$ cat config.mk
export PLATFORM = sky130hd
export DESIGN_NAME = hazard_controller_flat
export DESIGN_NICKNAME = d
export VERILOG_FILES = /design/src/rtl/hazard_controller_if.sv /design/src/rtl/hazard_controller.sv /design/src/flat_wrapper.sv
export SDC_FILE = /design/constraint.sdc
export NUM_CORES = 1
export LEC_CHECK = 0
export CAP_MARGIN = 20
export CORE_ASPECT_RATIO = 1.1
export CORE_MARGIN = 5
export CORE_UTILIZATION = 47
export CTS_BUF_LIST = sky130_fd_sc_hd__clkbuf_4
export CTS_CLUSTER_SIZE = 30
export DETAILED_ROUTE_END_ITERATION = 8
export PLACE_DENSITY = 0.8
export SLEW_MARGIN = 25
export SYNTH_ARGS = -nofsm -noshare
export SYNTH_HDL_FRONTEND = slang
export SYNTH_SLANG_ARGS = --single-unit
$ cat constraint.sdc
create_clock -name clk -period 3.6 [get_ports clk]
set_input_delay 1.08 -clock clk [delete_from_list [all_inputs] [get_ports clk]]
set_output_delay 1.08 -clock clk [all_outputs]
set_load 0.03 [all_outputs]
$ cat src/rtl/hazard_controller_if.sv
// Bundle of pipeline-stage register tags and hazard-control results exchanged
// between the core pipeline (master) and the hazard controller (slave).
interface hazard_controller_if;
    logic [4:0]  rs_d, rt_d, rs_e, rt_e;
    logic [4:0]  write_reg_e, write_reg_m, write_reg_w;
    logic        reg_write_e, reg_write_m, reg_write_w;
    logic        mem_to_reg_e, mem_to_reg_m;
    logic        branch_d;
    logic        md_start_e, md_op_e, md_use_d;
    logic        stall_f, stall_d, flush_e;
    logic        forward_a_d, forward_b_d;
    logic [1:0]  forward_a_e, forward_b_e;
    logic        md_busy, md_done;
    logic [31:0] stall_cycles;

    modport master (
        output rs_d, rt_d, rs_e, rt_e, write_reg_e, write_reg_m, write_reg_w,
               reg_write_e, reg_write_m, reg_write_w, mem_to_reg_e, mem_to_reg_m,
               branch_d, md_start_e, md_op_e, md_use_d,
        input  stall_f, stall_d, flush_e, forward_a_d, forward_b_d,
               forward_a_e, forward_b_e, md_busy, md_done, stall_cycles
    );

    modport slave (
        input  rs_d, rt_d, rs_e, rt_e, write_reg_e, write_reg_m, write_reg_w,
               reg_write_e, reg_write_m, reg_write_w, mem_to_reg_e, mem_to_reg_m,
               branch_d, md_start_e, md_op_e, md_use_d,
        output stall_f, stall_d, flush_e, forward_a_d, forward_b_d,
               forward_a_e, forward_b_e, md_busy, md_done, stall_cycles
    );
endinterface

$ cat src/rtl/hazard_controller.sv
// Hazard unit for a 5-stage pipeline: forwarding selects, load-use/branch/mult-div
// stalls, the mult/div occupancy sequencer and a saturating stall-cycle counter.
module hazard_controller #(
    parameter int MUL_CYCLES = 4,
    parameter int DIV_CYCLES = 32
) (
    input logic            clk,
    input logic            rst_n,
    hazard_controller_if.slave hif
);
    typedef enum logic [1:0] {IDLE, BUSY, DONE} md_state_t;

    localparam logic [5:0] MUL_LOAD = 6'(MUL_CYCLES - 2);
    localparam logic [5:0] DIV_LOAD = 6'(DIV_CYCLES - 2);

    md_state_t   state;
    logic [5:0]  cnt;
    logic [5:0]  load_val;
    logic        busy_q, done_q;
    logic [31:0] stall_cnt;
    logic        lw_stall, br_stall, md_stall, stall;

    // r0 is hard-wired zero, so a producer targeting it never creates a dependency
    function automatic logic reg_hit(input logic [4:0] src, input logic [4:0] dst);
        return (dst != 5'd0) && (src == dst);
    endfunction

    function automatic logic [1:0] fwd_sel(input logic [4:0] src);
        if (reg_hit(src, hif.write_reg_m) && hif.reg_write_m)
            return 2'b10;
        else if (reg_hit(src, hif.write_reg_w) && hif.reg_write_w)
            return 2'b01;
        else
            return 2'b00;
    endfunction

    function automatic logic [31:0] sat_inc(input logic [31:0] v);
        return (v == 32'hFFFF_FFFF) ? v : v + 32'd1;
    endfunction

    always_comb begin
        lw_stall = hif.mem_to_reg_e && hif.reg_write_e &&
                   (reg_hit(hif.rs_d, hif.write_reg_e) || reg_hit(hif.rt_d, hif.write_reg_e));
        br_stall = hif.branch_d &&
                   ((hif.reg_write_e &&
                     (reg_hit(hif.rs_d, hif.write_reg_e) || reg_hit(hif.rt_d, hif.write_reg_e))) ||
                    (hif.mem_to_reg_m &&
                     (reg_hit(hif.rs_d, hif.write_reg_m) || reg_hit(hif.rt_d, hif.write_reg_m))));
        md_stall = hif.md_use_d && ((state != IDLE) || hif.md_start_e);
        stall    = lw_stall || br_stall || md_stall;
        load_val = hif.md_op_e ? DIV_LOAD : MUL_LOAD;
    end

    assign hif.stall_f      = stall;
    assign hif.stall_d      = stall;
    assign hif.flush_e      = stall;
    assign hif.forward_a_d  = reg_hit(hif.rs_d, hif.write_reg_m) && hif.reg_write_m;
    assign hif.forward_b_d  = reg_hit(hif.rt_d, hif.write_reg_m) && hif.reg_write_m;
    assign hif.forward_a_e  = fwd_sel(hif.rs_e);
    assign hif.forward_b_e  = fwd_sel(hif.rt_e);
    assign hif.md_busy      = busy_q;
    assign hif.md_done      = done_q;
    assign hif.stall_cycles = stall_cnt;

    // The E cycle plus BUSY plus DONE spans exactly N cycles, so BUSY lasts
    // cnt cycles and hands over to DONE on its final count (cnt==1).
    always_ff @(posedge clk) begin
        if (!rst_n) begin
            state  <= IDLE;
            cnt    <= '0;
            busy_q <= 1'b0;
            done_q <= 1'b0;
        end else begin
            case (state)
                IDLE: begin
                    if (hif.md_start_e) begin
                        cnt    <= load_val;
                        busy_q <= 1'b1;
                        if (load_val == 6'd0) begin
                            state  <= DONE;
                            done_q <= 1'b1;
                        end else begin
                            state  <= BUSY;
                            done_q <= 1'b0;
                        end
                    end
                end
                BUSY: begin
                    cnt <= cnt - 6'd1;
                    if (cnt <= 6'd1) begin
                        state  <= DONE;
                        done_q <= 1'b1;
                    end
                end
                DONE: begin
                    state  <= IDLE;
                    busy_q <= 1'b0;
                    done_q <= 1'b0;
                end
                default: begin
                    state  <= IDLE;
                    busy_q <= 1'b0;
                    done_q <= 1'b0;
                end
            endcase
        end
    end

    always_ff @(posedge clk) begin
        if (!rst_n)
            stall_cnt <= '0;
        else if (stall)
            stall_cnt <= sat_inc(stall_cnt);
    end
endmodule
$ cat src/flat_wrapper.sv
// flat-port wrapper written by rule: the top's interface ports become plain ports
module hazard_controller_flat 
#(
    parameter int MUL_CYCLES = 4,
    parameter int DIV_CYCLES = 32
)
  (clk, rst_n, hif_rs_d, hif_rt_d, hif_rs_e, hif_rt_e, hif_write_reg_e, hif_write_reg_m, hif_write_reg_w, hif_reg_write_e, hif_reg_write_m, hif_reg_write_w, hif_mem_to_reg_e, hif_mem_to_reg_m, hif_branch_d, hif_md_start_e, hif_md_op_e, hif_md_use_d, hif_stall_f, hif_stall_d, hif_flush_e, hif_forward_a_d, hif_forward_b_d, hif_forward_a_e, hif_forward_b_e, hif_md_busy, hif_md_done, hif_stall_cycles);
  hazard_controller_if hif_i ();
  input logic clk;
  input logic rst_n;
  input wire logic [$bits(hif_i.rs_d)-1:0] hif_rs_d;
  input wire logic [$bits(hif_i.rt_d)-1:0] hif_rt_d;
  input wire logic [$bits(hif_i.rs_e)-1:0] hif_rs_e;
  input wire logic [$bits(hif_i.rt_e)-1:0] hif_rt_e;
  input wire logic [$bits(hif_i.write_reg_e)-1:0] hif_write_reg_e;
  input wire logic [$bits(hif_i.write_reg_m)-1:0] hif_write_reg_m;
  input wire logic [$bits(hif_i.write_reg_w)-1:0] hif_write_reg_w;
  input wire logic [$bits(hif_i.reg_write_e)-1:0] hif_reg_write_e;
  input wire logic [$bits(hif_i.reg_write_m)-1:0] hif_reg_write_m;
  input wire logic [$bits(hif_i.reg_write_w)-1:0] hif_reg_write_w;
  input wire logic [$bits(hif_i.mem_to_reg_e)-1:0] hif_mem_to_reg_e;
  input wire logic [$bits(hif_i.mem_to_reg_m)-1:0] hif_mem_to_reg_m;
  input wire logic [$bits(hif_i.branch_d)-1:0] hif_branch_d;
  input wire logic [$bits(hif_i.md_start_e)-1:0] hif_md_start_e;
  input wire logic [$bits(hif_i.md_op_e)-1:0] hif_md_op_e;
  input wire logic [$bits(hif_i.md_use_d)-1:0] hif_md_use_d;
  output wire logic [$bits(hif_i.stall_f)-1:0] hif_stall_f;
  output wire logic [$bits(hif_i.stall_d)-1:0] hif_stall_d;
  output wire logic [$bits(hif_i.flush_e)-1:0] hif_flush_e;
  output wire logic [$bits(hif_i.forward_a_d)-1:0] hif_forward_a_d;
  output wire logic [$bits(hif_i.forward_b_d)-1:0] hif_forward_b_d;
  output wire logic [$bits(hif_i.forward_a_e)-1:0] hif_forward_a_e;
  output wire logic [$bits(hif_i.forward_b_e)-1:0] hif_forward_b_e;
  output wire logic [$bits(hif_i.md_busy)-1:0] hif_md_busy;
  output wire logic [$bits(hif_i.md_done)-1:0] hif_md_done;
  output wire logic [$bits(hif_i.stall_cycles)-1:0] hif_stall_cycles;
  assign hif_i.rs_d = hif_rs_d;
  assign hif_i.rt_d = hif_rt_d;
  assign hif_i.rs_e = hif_rs_e;
  assign hif_i.rt_e = hif_rt_e;
  assign hif_i.write_reg_e = hif_write_reg_e;
  assign hif_i.write_reg_m = hif_write_reg_m;
  assign hif_i.write_reg_w = hif_write_reg_w;
  assign hif_i.reg_write_e = hif_reg_write_e;
  assign hif_i.reg_write_m = hif_reg_write_m;
  assign hif_i.reg_write_w = hif_reg_write_w;
  assign hif_i.mem_to_reg_e = hif_mem_to_reg_e;
  assign hif_i.mem_to_reg_m = hif_mem_to_reg_m;
  assign hif_i.branch_d = hif_branch_d;
  assign hif_i.md_start_e = hif_md_start_e;
  assign hif_i.md_op_e = hif_md_op_e;
  assign hif_i.md_use_d = hif_md_use_d;
  assign hif_stall_f = hif_i.stall_f;
  assign hif_stall_d = hif_i.stall_d;
  assign hif_flush_e = hif_i.flush_e;
  assign hif_forward_a_d = hif_i.forward_a_d;
  assign hif_forward_b_d = hif_i.forward_b_d;
  assign hif_forward_a_e = hif_i.forward_a_e;
  assign hif_forward_b_e = hif_i.forward_b_e;
  assign hif_md_busy = hif_i.md_busy;
  assign hif_md_done = hif_i.md_done;
  assign hif_stall_cycles = hif_i.stall_cycles;
  hazard_controller #(.MUL_CYCLES(MUL_CYCLES), .DIV_CYCLES(DIV_CYCLES)) u_core (.clk(clk), .rst_n(rst_n), .hif(hif_i));
endmodule
==> impl_results.md, run 1 <==
* Syn Inst Count at 336
* Placed cells at 505
* Gr usage total at 21.26%
* Post-DRT Antenna Nets at 0
* Via Count at 2834
* Initial antenna violation count at 1
* Vias in the first global route at 2692
* Total power at 1068 uW
* CTS tree: built
* CTS Buf Count at 5
* Met2 usage at 40.30%
* GR Util met3 at 3.666%
* Maximum vdd drop at 0.3096 mV
* P_sw at 321.2 uW
* Worst-path cell chain: dlygate4sd2_1 -> buf_4 -> xor2_1 -> or4_4 -> nor4_2 -> buf_4
* Tightest Hold Check Type: reg -> reg
* Slowest cell delay on critical path at 0.42 ns
* Max Root-Sink Buffers at 2
* Root buf cell: clkbuf_4
* Fin cells at 514
* Setup_tns at 0 ns
* Clk Latency, worst-skew pair at 0.34 ns
* Port-buffer cells at 88
* Initial core utilization at 48.78%
* Register area share after synthesis at 30.99%
* Width of the die at 81.58 um
* Routed vias/inst at 5.514
* Fin worst setup slack at 0.04332 ns
* Count of final setup violators at 0
* FILL cells at 446
* Area occupied by multi-input gates at 1739 um2
* Clock-pin slew on the worst setup and hold paths at 0.12 ns
* Reg power frac at 45.8%
* Avg Cell Area, Syn at 7.883 um2
* Status: finished clean
* Max Slew Vio Count at 0
* Switching Fraction at 30.08%
* Crit path top cell by count: buf_4
* Final hold vios at 0
* CTS Hold Bufs at 0
* GP Congestion at 0.8568
* Warnings from Yosys at 0
* Area grow syn2layout at 44.17%
* Final wirelength at 7742 um
* Total clock sinks at 41
* Setup crit end kind: output port
* Setup WS pre-CTS at -0.2289 ns
* GR Layer Usage met1 at 23.27%
* Register area at 820.8 um2
* H-Tree Depth at 2
* CP arrival at 2.48 ns
* Type of origin of the critical path: input port
* IO Pins at 89
* Length in cells of the worst reg-to-reg path at 6
* Average routed wire per standard cell at 15.06 um
* Clock network power share at 27.4%
* Post-detail-place hpwl at 5947 um
* Max Cap Viol at 0
* Die H at 88.74 um
* Final Net Count at 487
* Tmin final at 3.557 ns
* Part of the power in combinational logic at 26.8%
* DR iter-0 viols at 139
* Leakage at 0.001432 uW
* Kind of critical path: in -> out
* Layout Skew at 0.01257 ns
* Grt total ovfl at 0
* Placeable Area at 5430 um2
* Ys async rst share at 0%
* Fin crit share at 98.80%
* Rows at 28
* Mapped cell area at 2649 um2
* Largest net degree at the start of global routing at 29
* Slew @ Worst Pin at 0.9061 ns
* Post-synth net total at 385
* Yosys cell types at 38
* P per Cell Area at 279.6 nW/um2
* Fmax at 281.2 MHz
* # DRC at 0
* Share of layout cells above drive strength 1 at 13.47%
* Hold Path Depth at 2
* Max_slew headroom at 39.53%
* Synth Register Bits at 41
* Required @ worst endpoint at 2.52 ns
* First-pass GRT wire length at 12230 um
* First drt pass iteration count at 4
* Crit path max fanout at 2
* Internal power at 746.7 uW
* Slowest CP cell: or4_4
* Top_reg_cell synth: dfxtp_1
* Full die area at 7239 um2
* Busiest grt layer: met2
* Number of flops mapped to enable cells by yosys at 0
==> worst max-delay path, delay by kind of cell <==
family	cells	cell delay [ns]
buffers and inverters	3	0.61
AND/OR/NAND/NOR	2	0.64
XOR/XNOR	1	0.15
==> cells in the final DEF, fill, tap and decap left out, types with 8 or more instances in the layout <==
master           Yosys  routed
clkdlybuf4s50_1      0      49
inv_1               12      11
o21ai_0             21      20
dfxtp_1             41      41
nand3_1             21      21
or3_1               12      12
nor2_1              19      19
dlygate4sd2_1        0      21
xor2_1              21      20
xnor2_1             21      20
or4_1               11       9
a21oi_1             28      27
and3_1               9       9
nand2_1             25      25
buf_4                4      32
nand2b_1             9       9
mux2i_1              8       8
==> metal layers <==
| layer | wire length, um | part of all wire (%) |
|---|---|---|
| met1 | 2955 | 38 |
| met3 | 332 | 4.3 |
| met5 | 0 | 0 |
| met2 | 4257 | 55 |
| met4 | 197 | 2.5 |
==> synth_stat cells, drive strengths merged (2+ instances only) <==
master	count	share of area, %
o21ai	21	4.0
a211oi	2	0.57
or3	12	2.8
a21oi	28	5.3
and4	5	1.7
nand4	6	1.4
nand3	21	4.0
buf	10	3.0
o31a	3	0.99
a21o	3	0.85
o41ai	2	0.66
o31ai	7	2.0
nor4	9	2.1
nor2	19	2.7
ha	3	1.4
and3	9	2.1
inv	12	1.7
or4	11	3.1
xor2	21	6.9
clkbuf	9	1.3
and2	2	0.57
nor3	7	1.3
o22ai	2	0.47
xnor2	21	6.9
mux2i	8	3.0
nand2	26	3.8
nand2b	9	2.1
o21a	2	0.57
dfxtp	41	31
==> worst paths after layout <==
check | from | end | slack (ns)
worst max-delay path | hif_write_reg_w[2] | hif_forward_b_e[0] | 0.04
worst min-delay path | u_core.hif.md_busy$_SDFFE_PN0P_ | u_core.hif.md_busy$_SDFFE_PN0P_ | 0.48
worst max register to register | u_core.hif.stall_cycles[24]$_SDFFE_PN0P_ | u_core.hif.stall_cycles[27]$_SDFFE_PN0P_ | 1.06
worst min register to register | u_core.hif.md_busy$_SDFFE_PN0P_ | u_core.hif.md_busy$_SDFFE_PN0P_ | 0.48
==> repair_timing <==
| item | CTS | global route |
|---|---|---|
| buffers inserted | 0 | 1 |
| gates resized for setup | 32 | 16 |
| hold endpoints to repair | 0 | 0 |
| setup endpoints to repair | 7 | 5 |
| pin swaps | 7 | 6 |
==> cell families (layout without fill, tap and decap cells) <==
| kind of cell | count (synthesis) | in the layout | share of synthesized area (%) |
|---|---|---|---|
| compound gates | 74 | 74 | 16.67 |
| xor+xnor | 42 | 42 | 13.89 |
| fa+ha+maj | 3 | 3 | 1.417 |
| buf+inv | 31 | 133 | 5.951 |
| flops | 41 | 41 | 30.99 |
| mux | 8 | 8 | 3.023 |
| other cells | 0 | 1 | 0 |
| simple gates | 137 | 137 | 28.06 |
==> power groups by stage <==
stage / combinational (uW) / clock, uW / sequential (uW)
detailed placement: 285 / 0 / 498
global route: 312 / 316 / 492
CTS: 282 / 298 / 489
global placement: 277 / 0 / 498
floorplan: 164 / 0 / 505
finish: 287 / 292 / 489
==> stage by stage <==
stage / util (%) / hold slack [ns] / cell area (um2)
6_report: 70.32 / 0.4803 / 3819
3_3_place_gp: 68.23 / 0.4570 / 3705
4_1_cts: 69.56 / 0.4889 / 3777
2_1_floorplan: - / 0.4509 / 2701
3_5_place_dp: 68.23 / 0.4610 / 3705
5_1_grt: 70.32 / 0.5153 / 3819
==> layout make-up <==
| type | count | area share, % |
|---|---|---|
| flip-flops and latches | 41 | 21.49 |
| multi-input cells | 264 | 45.54 |
| clock inverters | 2 | 0.9174 |
| well taps | 75 | 2.457 |
| diodes | 1 | 0.06553 |
| inverters | 12 | 1.278 |
| repair buffers | 114 | 27.26 |
| clock buffers | 5 | 0.9830 |
==> sequential cells by signal (all words and copies together), names as in the netlist <==
signal,flops
u_core.hif.md_busy,1
u_core.state,1
u_core.hif.md_done,1
u_core.hif.stall_cycles,32
u_core.cnt,6
(Power assumes the default switching activity.)
==> run 2: changes to the inputs <==
- CELL_PAD_IN_SITES_DETAIL_PLACEMENT: default -> 1
- CELL_PAD_IN_SITES_GLOBAL_PLACEMENT: default -> 1
- CORE_UTILIZATION: 47 -> 34
- PLACE_DENSITY: 0.8 -> 0.81
==> impl_results.md, run 2 (synthesized netlist as in run 1, its figures left out) <==
* Worst-path cell chain: dlygate4sd2_1 -> xor2_1 -> nor3_1 -> nand3_1 -> a21o_1 -> and2_4 -> clkinvlp_4 -> buf_6 (was dlygate4sd2_1 -> buf_4 -> xor2_1 -> or4_4 -> nor4_2 -> buf_4)
* Internal power at 694.7 uW (was 746.7 uW)
* P per Cell Area at 267.2 nW/um2 (was 279.6 nW/um2)
* First drt pass iteration count at 4 (unchanged)
* Count of final setup violators at 3 (was 0)
* Slowest cell delay on critical path at 0.30 ns (was 0.42 ns)
* Largest net degree at the start of global routing at 29 (unchanged)
* P_sw at 347.1 uW (was 321.2 uW)
* Width of the die at 94.16 um (was 81.58 um)
* Area grow syn2layout at 47.19% (was 44.17%)
* Tightest Hold Check Type: reg -> reg (unchanged)
* Slowest CP cell: nor3_1 (was or4_4)
* Max Slew Vio Count at 0 (unchanged)
* Via Count at 2960 (was 2834)
* Worst hold slack at 0.4988 ns (was 0.4803 ns)
* Fin cells at 553 (was 514)
* Share of layout cells above drive strength 1 at 15.44% (was 13.47%)
* Crit path max fanout at 3 (was 2)
* Grt total ovfl at 0 (unchanged)
* Post-DRT Antenna Nets at 0 (unchanged)
* Maximum vdd drop at 0.1946 mV (was 0.3096 mV)
* IO Pins at 89 (unchanged)
* Fin worst setup slack at -0.06737 ns (was 0.04332 ns)
* Status: finished, violations left (was finished clean)
* Fin crit share at 101.9% (was 98.80%)
* Max Root-Sink Buffers at 2 (unchanged)
* Initial antenna violation count at 1 (unchanged)
* Layout Skew at 0.01465 ns (was 0.01257 ns)
* Initial core utilization at 35.25% (was 48.78%)
* Vias in the first global route at 3148 (was 2692)
* Largest register FFs at 32 (unchanged)
* Failing checks: negative setup slack
* Slew @ Worst Pin at 0.9668 ns (was 0.9061 ns)
* Leakage at 0.001452 uW (was 0.001432 uW)
* Clock-pin slew on the worst setup and hold paths at 0.13 ns (was 0.12 ns)
* Die H at 102.6 um (was 88.74 um)
* Total clock sinks at 41 (unchanged)
* Setup crit end kind: output port (unchanged)
* Total power at 1042 uW (was 1068 uW)
* CTS Buf Count at 5 (unchanged)
* Final wirelength at 9610 um (was 7742 um)
* DR iter-0 viols at 91 (was 139)
* Max Cap Viol at 0 (unchanged)
* Switching Fraction at 33.31% (was 30.08%)
* First-pass GRT wire length at 15300 um (was 12230 um)
* Final hold vios at 0 (unchanged)
* Buf/Inv on CP at 3 (unchanged)
* Final Net Count at 496 (was 487)
* Post-detail-place hpwl at 7384 um (was 5947 um)
* CP delay by family, top: simple AND/OR/NAND/NOR gates (unchanged)
* Most frequent cells in the layout: clkdlybuf4s50_1, dfxtp_1, buf_4 (unchanged)
* Tmin final at 3.667 ns (was 3.557 ns)
* Root buf cell: clkbuf_4 (unchanged)
* GP Congestion at 0.8293 (was 0.8568)
* H-Tree Depth at 2 (unchanged)
* Clk Latency, worst-skew pair at 0.36 ns (was 0.34 ns)
* Port-buffer cells at 88 (unchanged)
* Clock network power share at 23.5% (was 27.4%)
* Average routed wire per standard cell at 17.38 um (was 15.06 um)
* CP arrival at 2.59 ns (was 2.48 ns)
* Placeable Area at 7515 um2 (was 5430 um2)
* Max_slew headroom at 35.48% (was 39.53%)
* Required @ worst endpoint at 2.52 ns (about the same)
* Gr usage total at 20.00% (was 21.26%)
* Part of the power in combinational logic at 29.5% (was 26.8%)
* Rows at 33 (was 28)
* Placed cells at 541 (was 505)
* Type of origin of the critical path: input port (unchanged)
* CTS Hold Bufs at 0 (unchanged)
* CTS tree: built (unchanged)
* Routed vias/inst at 5.353 (was 5.514)
* Fmax at 272.7 MHz (was 281.2 MHz)
* Commonest non-fill, non-tap cell in the layout: clkdlybuf4s50_1 (unchanged)
* Full die area at 9657 um2 (was 7239 um2)
* # DRC at 0 (unchanged)
* Kind of critical path: in -> out (unchanged)
* Reg power frac at 47.0% (was 45.8%)
run 2: cell types whose count changed in the layout (fill, tap and decap cells not counted), sizes merged:
cell	delta
clkbuf	+2
bufinv	-1
clkdlybuf4s15	-1
dlygate4sd2	+2
dlymetal6s2s	-2
buf	+10
clkdlybuf4s50	-1
run 2: cell type report:
| class | instances | area (um2) |
|---|---|---|
| fillers | 954 | 3616 |
| multi-input cells | 264 | 1747 |
| repair buffers | 123 | 1095 |
| flip-flops and latches | 41 | 820.8 |
| well taps | 105 | 131.4 |
| inverters | 12 | 48.80 |
| clock buffers | 6 | 45.04 |
| clock inverters | 1 | 8.758 |
| diodes | 1 | 2.502 |
run 2: metrics by stage:
stage / setup slack, ns / area (um2) / util, % / TNS, ns
after global routing: -0.1122 / 3899 / 51.88 / -0.3435
after detailed placement: -0.2362 / 3787 / 50.40 / -1.263
after CTS: 0.01516 / 3857 / 51.33 / 0
after floorplan: -0.05228 / 2701 / - / -0.1046
after global placement: -0.1559 / 3787 / 50.40 / -0.7159
final: -0.06737 / 3899 / 51.88 / -0.1984
run 2: path summary, 6_finish.rpt:
kind	depth (start not counted)	to	start	slack, ns
worst max-delay path	8	hif_stall_d	hif_rs_d[0]	-0.07
worst min-delay path	2	u_core.hif.md_busy$_SDFFE_PN0P_	u_core.hif.md_busy$_SDFFE_PN0P_	0.50
worst max register to register	6	u_core.hif.stall_cycles[27]$_SDFFE_PN0P_	u_core.hif.stall_cycles[24]$_SDFFE_PN0P_	0.93
worst min register to register	2	u_core.hif.md_busy$_SDFFE_PN0P_	u_core.hif.md_busy$_SDFFE_PN0P_	0.50
run 2: worst register-to-register path, cell delays in order (launching register included):
cell	delay, ns
dfxtp_1	0.47
and3_1	0.28
nand4_1	0.20
or3_1	0.42
o2111ai_1	0.82
o311ai_0	0.26
o41ai_1	0.11
run 2: power groups by stage:
stage / registers [uW] / logic, uW / clock network (uW)
after floorplan: 505 / 164 / 0
after global placement: 499 / 286 / 0
after detailed placement: 500 / 300 / 0
after CTS: 490 / 301 / 255
after global routing: 493 / 335 / 273
final: 489 / 307 / 245
run 2: what timing repair did:
action                     CTS  global route
pin swaps                    9             9
setup endpoints to repair    7             6
hold endpoints to repair     0             0
buffers inserted             4             1
resized for setup           38            17
run 2: layer usage:
| metal | vias to the layer above | track usage [%] | routed length [um] |
|---|---|---|---|
| li1 | 1443 | - | - |
| met1 | 1429 | 21.61 | 3871 |
| met2 | 60 | 37.01 | 5176 |
| met3 | 28 | 3.796 | 206 |
| met4 | 0 | 10.33 | 355 |
| met5 | - | 0 | 0 |
